File: config.mk
export PLATFORM = sky130hd
export DESIGN_NAME = imem_axi_ar_queue
export DESIGN_NICKNAME = d
export VERILOG_FILES = /design/src/rtl/imem_axi_pkg.sv /design/src/rtl/imem_ar_fifo.sv /design/src/rtl/imem_axi_ar_queue.sv
export SDC_FILE = /design/constraint.sdc
export NUM_CORES = 1
export LEC_CHECK = 0
export BUFFER_PORTS_ARGS = -buffer_cell sky130_fd_sc_hd__buf_2
export CORE_MARGIN = 3
export CORE_UTILIZATION = 34
export CTS_CLUSTER_DIAMETER = 150
export DETAILED_ROUTE_END_ITERATION = 10
export PLACE_DENSITY_LB_ADDON = 0.08
export SLEW_MARGIN = 15
export SYNTH_ARGS = -nofsm -noshare
export SYNTH_HDL_FRONTEND = slang
export SYNTH_HIERARCHICAL = 1
export SYNTH_SLANG_ARGS = --single-unit
File: constraint.sdc
create_clock -name axi_clk -period 7.5 [get_ports axi_clk]
set_input_delay 1.5 -clock axi_clk [delete_from_list [all_inputs] [get_ports axi_clk]]
set_output_delay 1.5 -clock axi_clk [all_outputs]
set_load 0.05 [all_outputs]
File: src/rtl/imem_axi_pkg.sv
// Shared types and constants for the instruction-fetch AXI read-address queue.
// The 4 KiB helper is only used when IMEM_AR_4K_CHECK_EN is defined.
package imem_axi_pkg;

    localparam int AR_ADDR_MAX_W   = 64;
    localparam int AXI_4K_BOUNDARY = 4096;

    typedef enum logic [1:0] {
        BURST_FIXED = 2'b00,
        BURST_INCR  = 2'b01,
        BURST_WRAP  = 2'b10
    } burst_e;

    typedef struct packed {
        logic [AR_ADDR_MAX_W-1:0] addr;
        logic [7:0]               len;
        logic [2:0]               size;
        logic [1:0]               burst;
    } ar_req_t;

    // Address of the last byte of the burst, within the page, computed in 13 bits;
    // anything at or beyond one page means the burst spills into the next page.
    function automatic logic crosses_4k(input logic [11:0] offs,
                                        input logic [7:0]  len,
                                        input logic [2:0]  size);
        logic [12:0] last_byte;
        last_byte = {1'b0, offs} + ((13'(len) + 13'd1) << size) - 13'd1;
        return last_byte >= 13'(AXI_4K_BOUNDARY);
    endfunction

endpackage

File: src/rtl/imem_ar_fifo.sv
// Synchronous FIFO of AR requests with wrap-bit pointers; head is the entry at
// the read pointer, so the payload only changes when an entry is popped.
module imem_ar_fifo
    import imem_axi_pkg::*;
#(
    parameter  int DEPTH = 4,
    localparam int AW    = $clog2(DEPTH),
    localparam int PW    = AW + 1
) (
    input  logic          axi_clk,
    input  logic          axi_resetn,
    input  logic          push,
    input  logic          pop,
    input  ar_req_t       wdata,
    output ar_req_t       head,
    output logic          full,
    output logic          empty,
    output logic [PW-1:0] level
);

    ar_req_t       mem [DEPTH];
    logic [PW-1:0] wptr;
    logic [PW-1:0] rptr;
    logic          do_push;
    logic          do_pop;

    assign empty   = (wptr == rptr);
    assign full    = (wptr[AW] != rptr[AW]) && (wptr[AW-1:0] == rptr[AW-1:0]);
    assign level   = wptr - rptr;
    assign head    = mem[rptr[AW-1:0]];
    assign do_push = push & ~full;
    assign do_pop  = pop & ~empty;

    // NOTE: state updates use non-blocking assignments so every flop samples
    // pre-edge values regardless of statement order.
    always_ff @(posedge axi_clk or negedge axi_resetn) begin
        if (!axi_resetn) begin
            wptr <= '0;
            rptr <= '0;
            // NOTE: storage is reset deliberately so the AR outputs read 0 out of
            // reset; this costs a reset net per entry but DEPTH is small.
            for (int i = 0; i < DEPTH; i++) begin
                mem[i] <= '0;
            end
        end else begin
            if (do_push) begin
                mem[wptr[AW-1:0]] <= wdata;
                wptr              <= wptr + PW'(1);
            end
            if (do_pop) begin
                rptr <= rptr + PW'(1);
            end
        end
    end

endmodule

File: src/rtl/imem_axi_ar_queue.sv
// Fetch-side AR request queue: buffers requests, issues them in order with an
// incrementing ARID, and caps outstanding bursts. Optional: IMEM_AR_4K_CHECK_EN.
module imem_axi_ar_queue
    import imem_axi_pkg::*;
#(
    parameter int ADDR_W    = 64,
    parameter int DEPTH     = 4,
    parameter int MAX_OUTST = 2,
    parameter int ID_W      = 4
) (
    input  logic                   axi_clk,
    input  logic                   axi_resetn,
    input  logic [ADDR_W-1:0]      araddr_i,
    input  logic [7:0]             arlen_i,
    input  logic [2:0]             arsize_i,
    input  logic [1:0]             arburst_i,
    input  logic                   valid_i,
    output logic                   ready_o,
    input  logic                   arready_i,
    output logic [ADDR_W-1:0]      araddr_o,
    output logic [7:0]             arlen_o,
    output logic [2:0]             arsize_o,
    output logic [1:0]             arburst_o,
    output logic [ID_W-1:0]        arid_o,
    output logic                   arvalid_o,
    input  logic                   rvalid_i,
    input  logic                   rready_i,
    input  logic                   rlast_i,
    output logic [7:0]             outst_o,
    output logic [$clog2(DEPTH):0] level_o,
    output logic                   req_err_o
);

    ar_req_t         in_req;
    ar_req_t         head;
    logic            full;
    logic            empty;
    logic            push;
    logic            fifo_push;
    logic            pop;
    logic            retire;
    logic [7:0]      outst_q;
    logic [ID_W-1:0] id_q;

    assign in_req.addr  = AR_ADDR_MAX_W'(araddr_i);
    assign in_req.len   = arlen_i;
    assign in_req.size  = arsize_i;
    assign in_req.burst = arburst_i;

    assign ready_o = ~full;
    assign push    = valid_i & ~full;
    assign retire  = rvalid_i & rready_i & rlast_i;

    // The gate only opens through registered state, so once arvalid_o rises it
    // cannot fall before the handshake: outst_q only grows on a handshake.
    assign arvalid_o = ~empty & (outst_q < 8'(MAX_OUTST));
    assign pop       = arvalid_o & arready_i;

    assign araddr_o  = head.addr[ADDR_W-1:0];
    assign arlen_o   = head.len;
    assign arsize_o  = head.size;
    assign arburst_o = head.burst;
    assign arid_o    = id_q;
    assign outst_o   = outst_q;

    imem_ar_fifo #(
        .DEPTH (DEPTH)
    ) u_fifo (
        .axi_clk    (axi_clk),
        .axi_resetn (axi_resetn),
        .push       (fifo_push),
        .pop        (pop),
        .wdata      (in_req),
        .head       (head),
        .full       (full),
        .empty      (empty),
        .level      (level_o)
    );

    always_ff @(posedge axi_clk or negedge axi_resetn) begin
        if (!axi_resetn) begin
            outst_q <= '0;
            id_q    <= '0;
        end else begin
            if (pop) begin
                id_q <= id_q + ID_W'(1);
            end
            case ({pop, retire})
                2'b10:   outst_q <= outst_q + 8'd1;
                2'b01:   if (outst_q != '0) outst_q <= outst_q - 8'd1;
                default: ;
            endcase
        end
    end

    retire_without_outstanding: assert property (
        @(posedge axi_clk) disable iff (!axi_resetn) !(retire && outst_q == '0)
    );

`ifdef IMEM_AR_4K_CHECK_EN
    logic cross_4k;
    logic req_err_q;

    // A crossing request is still handshaken so the fetch side never stalls on it.
    assign cross_4k  = (arburst_i == BURST_INCR) &&
                       crosses_4k(araddr_i[11:0], arlen_i, arsize_i);
    assign fifo_push = push & ~cross_4k;
    assign req_err_o = req_err_q;

    always_ff @(posedge axi_clk or negedge axi_resetn) begin
        if (!axi_resetn) begin
            req_err_q <= 1'b0;
        end else begin
            req_err_q <= push & cross_4k;
        end
    end
`else
    assign fifo_push = push;
    assign req_err_o = 1'b0;
`endif

endmodule

[Word-level counts from Yosys, hierarchy flattened]
Index checks and enable logic that the tools add are counted.
W data, S select, Z words.
Word-level totals
  bits in registers: 326
  input bits: 84
  output and inout port bits: 95
  logic and storage cells: 60
Operators by class
  add/sub/neg operators: 6
  magnitude comparators: 4
  equality and inequality tests: 6
  muxes and demuxes: 8
  bitwise logic cells: 11
  reduce and logical (&&, ||, !) cells: 5
Operator list (count)
  $bwmux W308: 1
  $mux W77: 3
  $bmux W77 S2: 1
  $demux W77 S2: 1
  $pmux W8 S2: 1
  $add A8 B1 Y8 const B: 1
  $lt A8 B2 Y1 const B: 1
  $mux W8: 1
  $reduce_bool A8 Y1: 1
  $sub A8 B1 Y8 const B: 1
  $and A1 B1 Y1: 7
  $add A3 B1 Y3 const B: 2
  $ge A3 B3 Y1 const B: 2
  $not A2 Y3: 2
  $add A4 B1 Y4 const B: 1
  $eq A3 B3 Y1: 1
  $lt A3 B1 Y1 const B: 1
  $sub A3 B3 Y3: 1
  $eq A2 B1 Y1 const B: 1
  $eq A2 B2 Y1: 1
  $eq A2 B2 Y1 const B: 1
  $logic_and A1 B1 Y1: 2
  $ne A2 B2 Y1 const B: 1
  $not A1 Y1: 2
  other kinds (3): 3

[Depth between registers and ports, before layout]
Gate-level depths: netlist (run 1).
  word-level depth: 7
  gate-level depth with buffers: 18
  gate-level depth less buffers: 14

[Modules after synthesis]
Netlist (run 1), hierarchy kept.
Modules (own cells, without submodules)
  imem_ar_fifo: times used 1, cells an instance 792, area an instance 13710.6 um^2, sequential area each 7857.5 um^2
  imem_axi_ar_queue: times used 1, cells an instance 85, area an instance 849.6 um^2, sequential area each 300.3 um^2

[Worst setup path after synthesis (run 1)]
No wires, ideal clock.
  path type: reg-to-output
  start point: reg u_fifo.rptr[1]
  end point: out arvalid_o
  arrival time: 2.927 ns
  data required time: 6.000 ns
  setup slack: 3.073 ns
  cell stages (with the launch flop): 9
  cell sequence: dfrtp_1 > clkbuf_1 > clkbuf_1 > clkbuf_1 > inv_1 > ha_1 > nand2_1 > nor2_1 > nor3_1
On the way
  longest elaborated chain between the ends: 3
Ends and longest elaborated chain
  from (decl): line imem_ar_fifo.sv:23  | logic [PW-1:0] rptr;
  from (signal assigned): line imem_ar_fifo.sv:51  | rptr <= rptr + PW'(1);
  $eq A3 B3 Y1: line imem_ar_fifo.sv:27  | assign empty = (wptr == rptr);
  via empty: line imem_axi_ar_queue.sv:37  | logic empty;
  $not A1 Y1: line imem_axi_ar_queue.sv:56  | assign arvalid_o = ~empty & (outst_q < 8'(MAX_OUTST));
  $and A1 B1 Y1: line imem_axi_ar_queue.sv:56
  to (decl): line imem_axi_ar_queue.sv:25  | output logic arvalid_o,
The timed path passes the listed nets, and every way through them passes these cells.

[Worst setup path in the final report (run 1)]
  start point: reg u_fifo.rptr[0]
  end point: out araddr_o[23]
On the way
  longest elaborated chain between the ends: 4
Ends and longest elaborated chain
  $not A2 Y3 (implied by the code): line imem_ar_fifo.sv:30  | assign head = mem[rptr[AW-1:0]];
  $bmux W77 S2: line imem_ar_fifo.sv:30
  $mux W77 (implied by the code) (2 in series): line imem_ar_fifo.sv:30
  to (decl): line imem_axi_ar_queue.sv:20  | output logic [ADDR_W-1:0] araddr_o,
Every way passes these cells. The select of a mux whose other input is x is not followed.

==> run_results.csv, run 1 <==
group,metric,value,unit
global_routing,track_usage,14.8,%
synth,synth_nets,977,
sta,setup_viol,0,
cells_and_area,fin_area,17200,um2
worst_setup_path,critPathArrivalTime,3.28,ns
synth,synth_edf_count,0,
cts,cts_hold_buf,0,
floorplan,dieWidth,213,um
cells_and_area,antennaDiodeCount,0,
global_routing,grt_pass1_wl,51.9,mm
route,drc,0,
cts,htree_levels,2,
worst_setup_path,startpoint_type,"flip-flop",
floorplan,top_level_ports,179,
global_routing,grt_pass1_vias,8742,
power,powerDensity,511,nW/um2
cts,numCtsBuffers,40,
floorplan,start_util,34.6,%
cts,clk_path_buf_depth,3,
route,wirelength,32.8,mm
hold_path,min_path_type,"reg -> reg",
placed_design,hpwl,19.7,mm
cells_and_area,drive_gt1_share,60.6,%
route,vias_per_cell,4.93,
synth,ys_types,40,
route,drt_iter0_markers,335,
sta,period_needed,4.78,ns
synth,ys_ff_latch,326,
sta,finClkSkew,0.0147,ns
sta,fmax,0.209,GHz
worst_setup_path,worstSetupPathType,"reg -> out",
route,first_pass_iters,6,
floorplan,rows,75,
outcome,status,"completed",
route,num_vias,7989,
synth,postSynthAreaPerCell,16.6,um2
synth,syn_inst,877,
cells_and_area,fillers,3891,
sta,finalHoldViolCount,0,
sta,worst_slew_pin_slew,0.975,ns
placed_design,place_area,15900,um2
route,post_drt_wl_per_cell,20.3,um
sta,slew_violations,0,
floorplan,die-height,213,um
sta,fin_crit_sh,63.8,%
synth,yosysSeqAreaShare,56.0,%
synth,synth_area,14600,um2
global_routing,antenna_found_initial,5,
worst_setup_path,cp.required,6.00,ns
sta,slew_headroom,35.0,%
floorplan,core,42100,um2
cts,post_cts_buffers,0,
cts,cts.clk_slew.worst_paths,0.05,ns
flow_run,maxCapViolations,0,
sta,rsz0062_at_grt,"no",
cts,clkLatencyLatePin,0.54,ns
worst_setup_path,crit_path_end_kind,"primary output",
cells_and_area,final_common_cell,"dfrtp_1",
power,p_leak,0.00724,uW
floorplan,design.die.area,45300,um2
route,antenna_left,0,
cells_and_area,area_delta_synth_final,18.3,%
cts,cts_sinks,326,
cts,post_cts_resized,0,
sta,holdWs,0.469,ns
placed_design,portBuffers,177,
cts,cts_root_buffer,"clkbuf_16",
placed_design,place_congestion,0.686,
synth,yosys_warnings,6,
global_routing,grt_max_degree,157,
cells_and_area,nets,1155,
sta,fin_setup_tns,0,ns
global_routing,grt_overflow,0,
synth,async_reset_ff_share,100,%
worst_setup_path,path_max_fanout,41,
cells_and_area,final_cell_mix,"324 x dfrtp_1, 312 x mux2_2, 176 x buf_2, 77 x mux4_2, 41 x clkbuf_16",
synth,ys.flop_type,"dfrtp_1",
cts,cts_tree,"done",
power,ir_worst_vdd,248,uV
## path summary, 6_finish.rpt
path                                 from               to  slack (ns)  cells past startpoint
max in group asynchronous      axi_resetn  u_fifo/mem[220]        5.22                      2
min reg2reg                     arid_o[3]        arid_o[3]        0.47                      1
min                             arid_o[3]        arid_o[3]        0.47                      1
min in group asynchronous      axi_resetn   u_fifo/mem[30]        0.94                      1
max                        u_fifo/rptr[0]     araddr_o[23]        2.72                      3
max reg2reg                u_fifo/rptr[0]       outst_o[6]        3.18                     13
## cell usage after synthesis (3+ instances only)
cell | count | share of area [%]
buf_6 | 14 | 1.1
mux2_2 | 312 | 24
or3_1 | 3 | 0.13
nand3_1 | 3 | 0.10
dfrtp_1 | 326 | 56
clkbuf_1 | 11 | 0.28
xnor2_1 | 9 | 0.54
inv_1 | 10 | 0.26
o21ai_0 | 6 | 0.21
a21oi_2 | 8 | 0.48
ha_1 | 14 | 1.2
mux4_2 | 77 | 12
buf_2 | 24 | 0.82
xor2_1 | 3 | 0.18
a21oi_1 | 4 | 0.14
buf_4 | 5 | 0.26
nor2_1 | 7 | 0.18
nand2_1 | 14 | 0.36
## cell families (layout without fill, tap and decap cells)
logic type | count (synthesis) | in the layout | share of synthesized area (%)
buffers and inverters | 65 | 268 | 2.77
and+or+nand+nor | 39 | 39 | 1.34
adders and majority gates | 16 | 16 | 1.48
AOI/OAI and AO/OA | 25 | 25 | 1.19
muxes | 392 | 392 | 36.3
other | 1 | 1 | 0.0258
xor gates and xnor gates | 13 | 13 | 0.834
DFF | 326 | 326 | 56.0
## registers in the layout, summed over array words and instances (netlist names)
name,count
u_fifo/rptr,3
u_fifo/wptr,3
outst_o,8
u_fifo/mem,308
arid_o,4
## stage by stage
stage	utilization [%]	std cells	worst slack (ns)	power (uW)
after floorplan	-	877	3.07	6300
after global placement	37.8	1552	3.15	6970
after detailed placement	37.8	1552	3.10	7010
after CTS	40.9	1619	2.52	8970
after global routing	40.9	1619	2.39	9330
final	40.9	1619	2.72	8800
## layer usage
metal,part of all wire (%),track usage (%)
met1,45,19.7
met2,47,23.8
met3,5.7,4.13
met4,2.0,4.50
met5,0.19,0
## layout make-up
| class | count | area (um2) | share of cell area (%) |
|---|---|---|---|
| tap | 539 | 674 | 3.92 |
| clock inverter | 8 | 93.8 | 0.545 |
| sequential | 326 | 8170 | 47.4 |
| clock buffer | 59 | 1200 | 6.99 |
| inverter | 11 | 46.3 | 0.269 |
| timing repair buffer | 190 | 1010 | 5.84 |
| multi-input combinational | 486 | 6030 | 35.0 |
## worst max-delay path, cell delays in order (launching register included)
cell,delay (ns)
dfrtp_4,1.03
buf_4,0.82
mux4_2,0.62
buf_2,0.23
## power breakdown
part           switching (uW)  total (uW)  leakage [uW]  internal [uW]
combinational            2080        3740       0.00273           1660
clock                     726        1900      0.000645           1170
sequential                496        3160       0.00387           2660
total                    3300        8800       0.00724           5490
(Power assumes the default switching activity.)
==> inputs of run 2 (changes only) <==
==> constraint.sdc (replaced) <==
create_clock -name axi_clk -period 4.2 [get_ports axi_clk]
set_input_delay 0.84 -clock axi_clk [delete_from_list [all_inputs] [get_ports axi_clk]]
set_output_delay 0.84 -clock axi_clk [all_outputs]
set_load 0.05 [all_outputs]
==> run_results.csv, run 2 (same netlist as run 1, synthesis figures left out) <==
group,metric,value,unit
placed_design,hpwl,20.2,mm
sta,setup_viol,0,
worst_setup_path,cp.required,4.62,ns
floorplan,rows,75,
power,clock_power_share,21.8,%
floorplan,design.die.area,45300,um2
sta,worst_slack,0.395,ns
power,pwr-share-comb,43.3,%
global_routing,grt_overflow,0,
route,drc,0,
worst_setup_path,crit_path_end_kind,"flip-flop",
power,p_sw_share,37.5,%
route,post_drt_wl_per_cell,20.4,um
sta,worst_slew_pin_slew,0.905,ns
floorplan,dieWidth,213,um
route,first_pass_iters,4,
cts,cts_sinks,326,
floorplan,core,42100,um2
outcome,status,"completed",
cells_and_area,final_common_cell,"dfrtp_1",
route,antenna_left,0,
sta,fin_setup_tns,0,ns
worst_setup_path,critPathArrivalTime,4.23,ns
sta,finalHoldViolCount,0,
global_routing,track_usage,15.1,%
cells_and_area,final_cell_mix,"324 x dfrtp_1, 312 x mux2_2, 176 x buf_2, 77 x mux4_2, 41 x clkbuf_16",
route,num_vias,8095,
cells_and_area,nets,1164,
global_routing,grt_pass1_wl,52.7,mm
cells_and_area,largest_reg_flops,308,
cells_and_area,fillers,3917,
worst_setup_path,r2r-start,"u_fifo/wptr[2]",
route,vias_per_cell,4.95,
sta,holdWs,0.357,ns
worst_setup_path,path_max_fanout,7,
global_routing,grt_max_degree,111,
sta,fin_crit_sh,90.6,%
power,ir_worst_vdd,370,uV
cts,cts_tree,"done",
worst_setup_path,worstSetupPathType,"reg -> reg",
floorplan,start_util,34.6,%
cts,cts_root_buffer,"clkbuf_16",
flow_run,maxCapViolations,0,
power,p_leak,0.00733,uW
sta,slew_violations,0,
power,p_int,9890,uW
cells_and_area,regArea,8170,um2
cells_and_area,utilization,41.3,%
power,powerDensity,910,nW/um2
global_routing,grt_pass1_vias,8900,
power,power_frac_seq,34.9,%
global_routing,antenna_found_initial,5,
route,wirelength,33.3,mm
cts,cts_hold_buf,0,
worst_setup_path,cp-startpoint,"u_fifo/wptr[2]",
sta,fmax,0.263,GHz
cts,clk_path_buf_depth,3,
cts,clkLatencyLatePin,0.54,ns
placed_design,dpl_worst_slack,0.402,ns
cts,numCtsBuffers,39,
sta,period_needed,3.80,ns
sta,rsz0062_at_grt,"no",
worst_setup_path,startpoint_type,"flip-flop",
cells_and_area,area_delta_synth_final,19.5,%
sta,slew_headroom,39.7,%
floorplan,top_level_ports,179,
sta,finClkSkew,0.00983,ns
cts,htree_levels,2,
cts,cts.clk_slew.worst_paths,0.06,ns
placed_design,place_congestion,0.710,
placed_design,portBuffers,177,
hold_path,min_path_type,"in -> async",
power,p_switching,5930,uW
floorplan,die-height,213,um
cells_and_area,top_register,"u_fifo/mem",
cts,post_cts_buffers,0,
cells_and_area,drive_gt1_share,61.2,%
cts,post_cts_resized,0,
route,drt_iter0_markers,311,
cells_and_area,multi_input_area,6030,um2
[run 2: final timing paths]
kind	slack, ns	endpoint	cells past startpoint
max in group asynchronous	2.80	u_fifo/mem[223]	2
min reg2reg	0.47	arid_o[3]	1
min in group axi_clk	0.47	arid_o[3]	1
max reg2reg	0.40	outst_o[6]	12
max	0.40	outst_o[6]	12
min	0.36	u_fifo/mem[266]	1
[run 2: power by group through the flow]
stage	clock network (uW)	registers, uW	logic [uW]
2_1_floorplan	0	5490	5770
3_3_place_gp	0	5570	6910
3_5_place_dp	0	5590	7000
4_1_cts	3600	5540	7010
5_1_grt	3730	5760	7340
6_report	3450	5530	6850
[run 2: through the flow]
step / cell area [um2] / cells / total power (uW)
after floorplan: 14600 / 877 / 11300
final: 17400 / 1634 / 15800
after CTS: 17400 / 1632 / 16100
after global routing: 17400 / 1632 / 16800
after detailed placement: 16100 / 1562 / 12600
after global placement: 16100 / 1562 / 12500
[run 2: layer usage]
layer / routed length [um] / GRT usage, %
met1: 15300 / 20.5
met2: 15800 / 24.0
met3: 1760 / 4.26
met4: 486 / 3.76
met5: 27 / 0
[run 2: area by class of cell]
cell class,instances,share of cell area [%]
multi-input combinational,486,34.7
inverter,11,0.266
timing repair buffer,200,6.58
clock inverter,11,0.604
tap,539,3.88
sequential,326,46.9
antenna,2,0.0288
clock buffer,59,7.04
[run 2: critical path, stage by stage (launching register included)]
cell,delay (ns)
dfrtp_1,0.44
xor2_2,0.55
nor2_1,0.15
nand2b_1,0.19
or3_1,0.52
or2b_1,0.24
inv_1,0.12
ha_1,0.35
nor2b_1,0.16
o31a_1,0.26
o21a_1,0.18
or3_1,0.30
a31o_1,0.22
==> inputs of run 3 (changes only) <==
==> constraint.sdc (replaced) <==
create_clock -name axi_clk -period 3.7 [get_ports axi_clk]
set_input_delay 0.74 -clock axi_clk [delete_from_list [all_inputs] [get_ports axi_clk]]
set_output_delay 0.74 -clock axi_clk [all_outputs]
set_load 0.05 [all_outputs]
==> run_results.csv, run 3 (same netlist as run 1, synthesis figures left out) <==
group,metric,value,unit
outcome,status,"completed",
floorplan,core,42100,um2
sta,fmax,0.289,GHz
global_routing,track_usage,15.4,%
floorplan,rows,75,
worst_setup_path,critPathArrivalTime,2.72,ns
cts,cts_root_buffer,"clkbuf_16",
placed_design,place_congestion,0.784,
cells_and_area,area_delta_synth_final,19.3,%
worst_setup_path,reg2reg_slack,0.36,ns
global_routing,grt_pass1_wl,53.6,mm
cells_and_area,utilization,41.2,%
worst_setup_path,reg2reg_depth,14,
cts,htree_levels,2,
power,ir_worst_vdd,423,uV
floorplan,design.die.area,45300,um2
worst_setup_path,path_max_fanout,45,
route,wirelength,33.7,mm
worst_setup_path,critical_path_buf_inv_count,3,
worst_setup_path,startpoint_type,"flip-flop",
route,first_pass_iters,4,
cts,cts_tree,"done",
cells_and_area,antennaDiodeCount,0,
sta,slew_headroom,46.4,%
worst_setup_path,cp.required,2.96,ns
cells_and_area,final_common_cell,"dfrtp_1",
cts,clkLatencyLatePin,0.53,ns
global_routing,antenna_found_initial,5,
route,num_vias,8119,
sta,period_needed,3.46,ns
cells_and_area,nets,1164,
route,vias_per_cell,5.00,
floorplan,dieWidth,213,um
power,p_leak,0.00729,uW
cts,clk_path_buf_depth,3,
sta,finalHoldViolCount,0,
sta,slew_violations,0,
worst_setup_path,regToRegEndpoint,"outst_o[6]",
hold_path,min_path_type,"in -> async",
worst_setup_path,crit_path_end_kind,"primary output",
worst_setup_path,path_cells,"buf_4 -> buf_6 -> mux4_2 -> buf_2",
cts,cts_hold_buf,0,
worst_setup_path,crit_family,"buffers and inverters",
sta,finClkSkew,0.0114,ns
global_routing,grt_overflow,0,
worst_setup_path,r2r-start,"u_fifo/wptr[0]",
cells_and_area,drive_gt1_share,61.4,%
cells_and_area,largest_reg_flops,308,
route,antenna_left,0,
floorplan,top_level_ports,179,
floorplan,die-height,213,um
flow_run,maxCapViolations,0,
worst_setup_path,max_stage_delay,0.52,ns
power,powerDensity,1030,nW/um2
worst_setup_path,worstSetupPathType,"reg -> out",
global_routing,grt_pass1_vias,8913,
route,post_drt_wl_per_cell,20.8,um
cts,numCtsBuffers,38,
cts,cts.clk_slew.worst_paths,0.06,ns
sta,rsz0062_at_grt,"no",
worst_setup_path,path_depth,4,
placed_design,hpwl,20.2,mm
sta,setup_viol,0,
floorplan,start_util,34.6,%
route,drt_iter0_markers,306,
worst_setup_path,cpMaxStageDelayCell,"buf_6",
cts,cts_sinks,326,
placed_design,portBuffers,177,
sta,fin_setup_tns,0,ns
route,drc,0,
cells_and_area,top_register,"u_fifo/mem",
sta,worst_slew_pin_slew,0.804,ns
global_routing,grt_max_degree,96,
cells_and_area,final_cell_mix,"324 x dfrtp_1, 312 x mux2_2, 176 x buf_2, 77 x mux4_2, 41 x clkbuf_16",
sta,fin_crit_sh,93.6,%
==> run 3: layer usage <==
layer / GRT usage (%) / part of all wire (%)
met1: 20.6 / 44
met2: 24.8 / 48
met3: 3.95 / 5.4
met4: 4.61 / 2.1
met5: 0 / 0.15
==> run 3: what timing repair did <==
item / CTS / global route
setup endpoints to repair: 41 / 0
resized for setup: 1 / 0
setup buffers: 0 / 0
hold endpoints to repair: 0 / 0
==> run 3: metrics by stage <==
stage | setup WS, ns | total power, uW | cell area (um2) | instances | hold WS (ns)
after floorplan | 0.0246 | 12800 | 14600 | 877 | 0.444
after global placement | 0.409 | 14300 | 16100 | 1563 | 0.460
after detailed placement | 0.353 | 14400 | 16100 | 1563 | 0.458
after CTS | 0.139 | 18200 | 17400 | 1624 | 0.259
after global routing | 0.124 | 19000 | 17400 | 1624 | 0.297
final | 0.236 | 17900 | 17400 | 1624 | 0.246
==> run 3: worst max path at each step <==
stage	start	to	slack (ns)
floorplan	u_fifo/rptr[1]	outst_o[6]	0.02
global placement	u_fifo/wptr[0]	outst_o[6]	0.41
detailed placement	u_fifo/wptr[0]	outst_o[6]	0.35
CTS	u_fifo/rptr[1]	arlen_o[0]	0.14
global route	u_fifo/rptr[1]	araddr_o[14]	0.12
finish	u_fifo/rptr[1]	araddr_o[14]	0.24
==> run 3: cell type report <==
| class | instances | area (um2) |
|---|---|---|
| flip-flops and latches | 326 | 8170 |
| repair buffers | 201 | 1190 |
| multi-input cells | 486 | 6060 |
| well taps | 539 | 674 |
| clock buffers | 53 | 1150 |
| clock inverters | 8 | 90.1 |
| fillers | 3893 | 24800 |
| inverters | 11 | 46.3 |
==> run 3: power by group <==
group,total (uW),switching (uW),internal (uW)
Clock,3720,1430,2290
Combinational,7850,4390,3460
Sequential,6280,884,5400
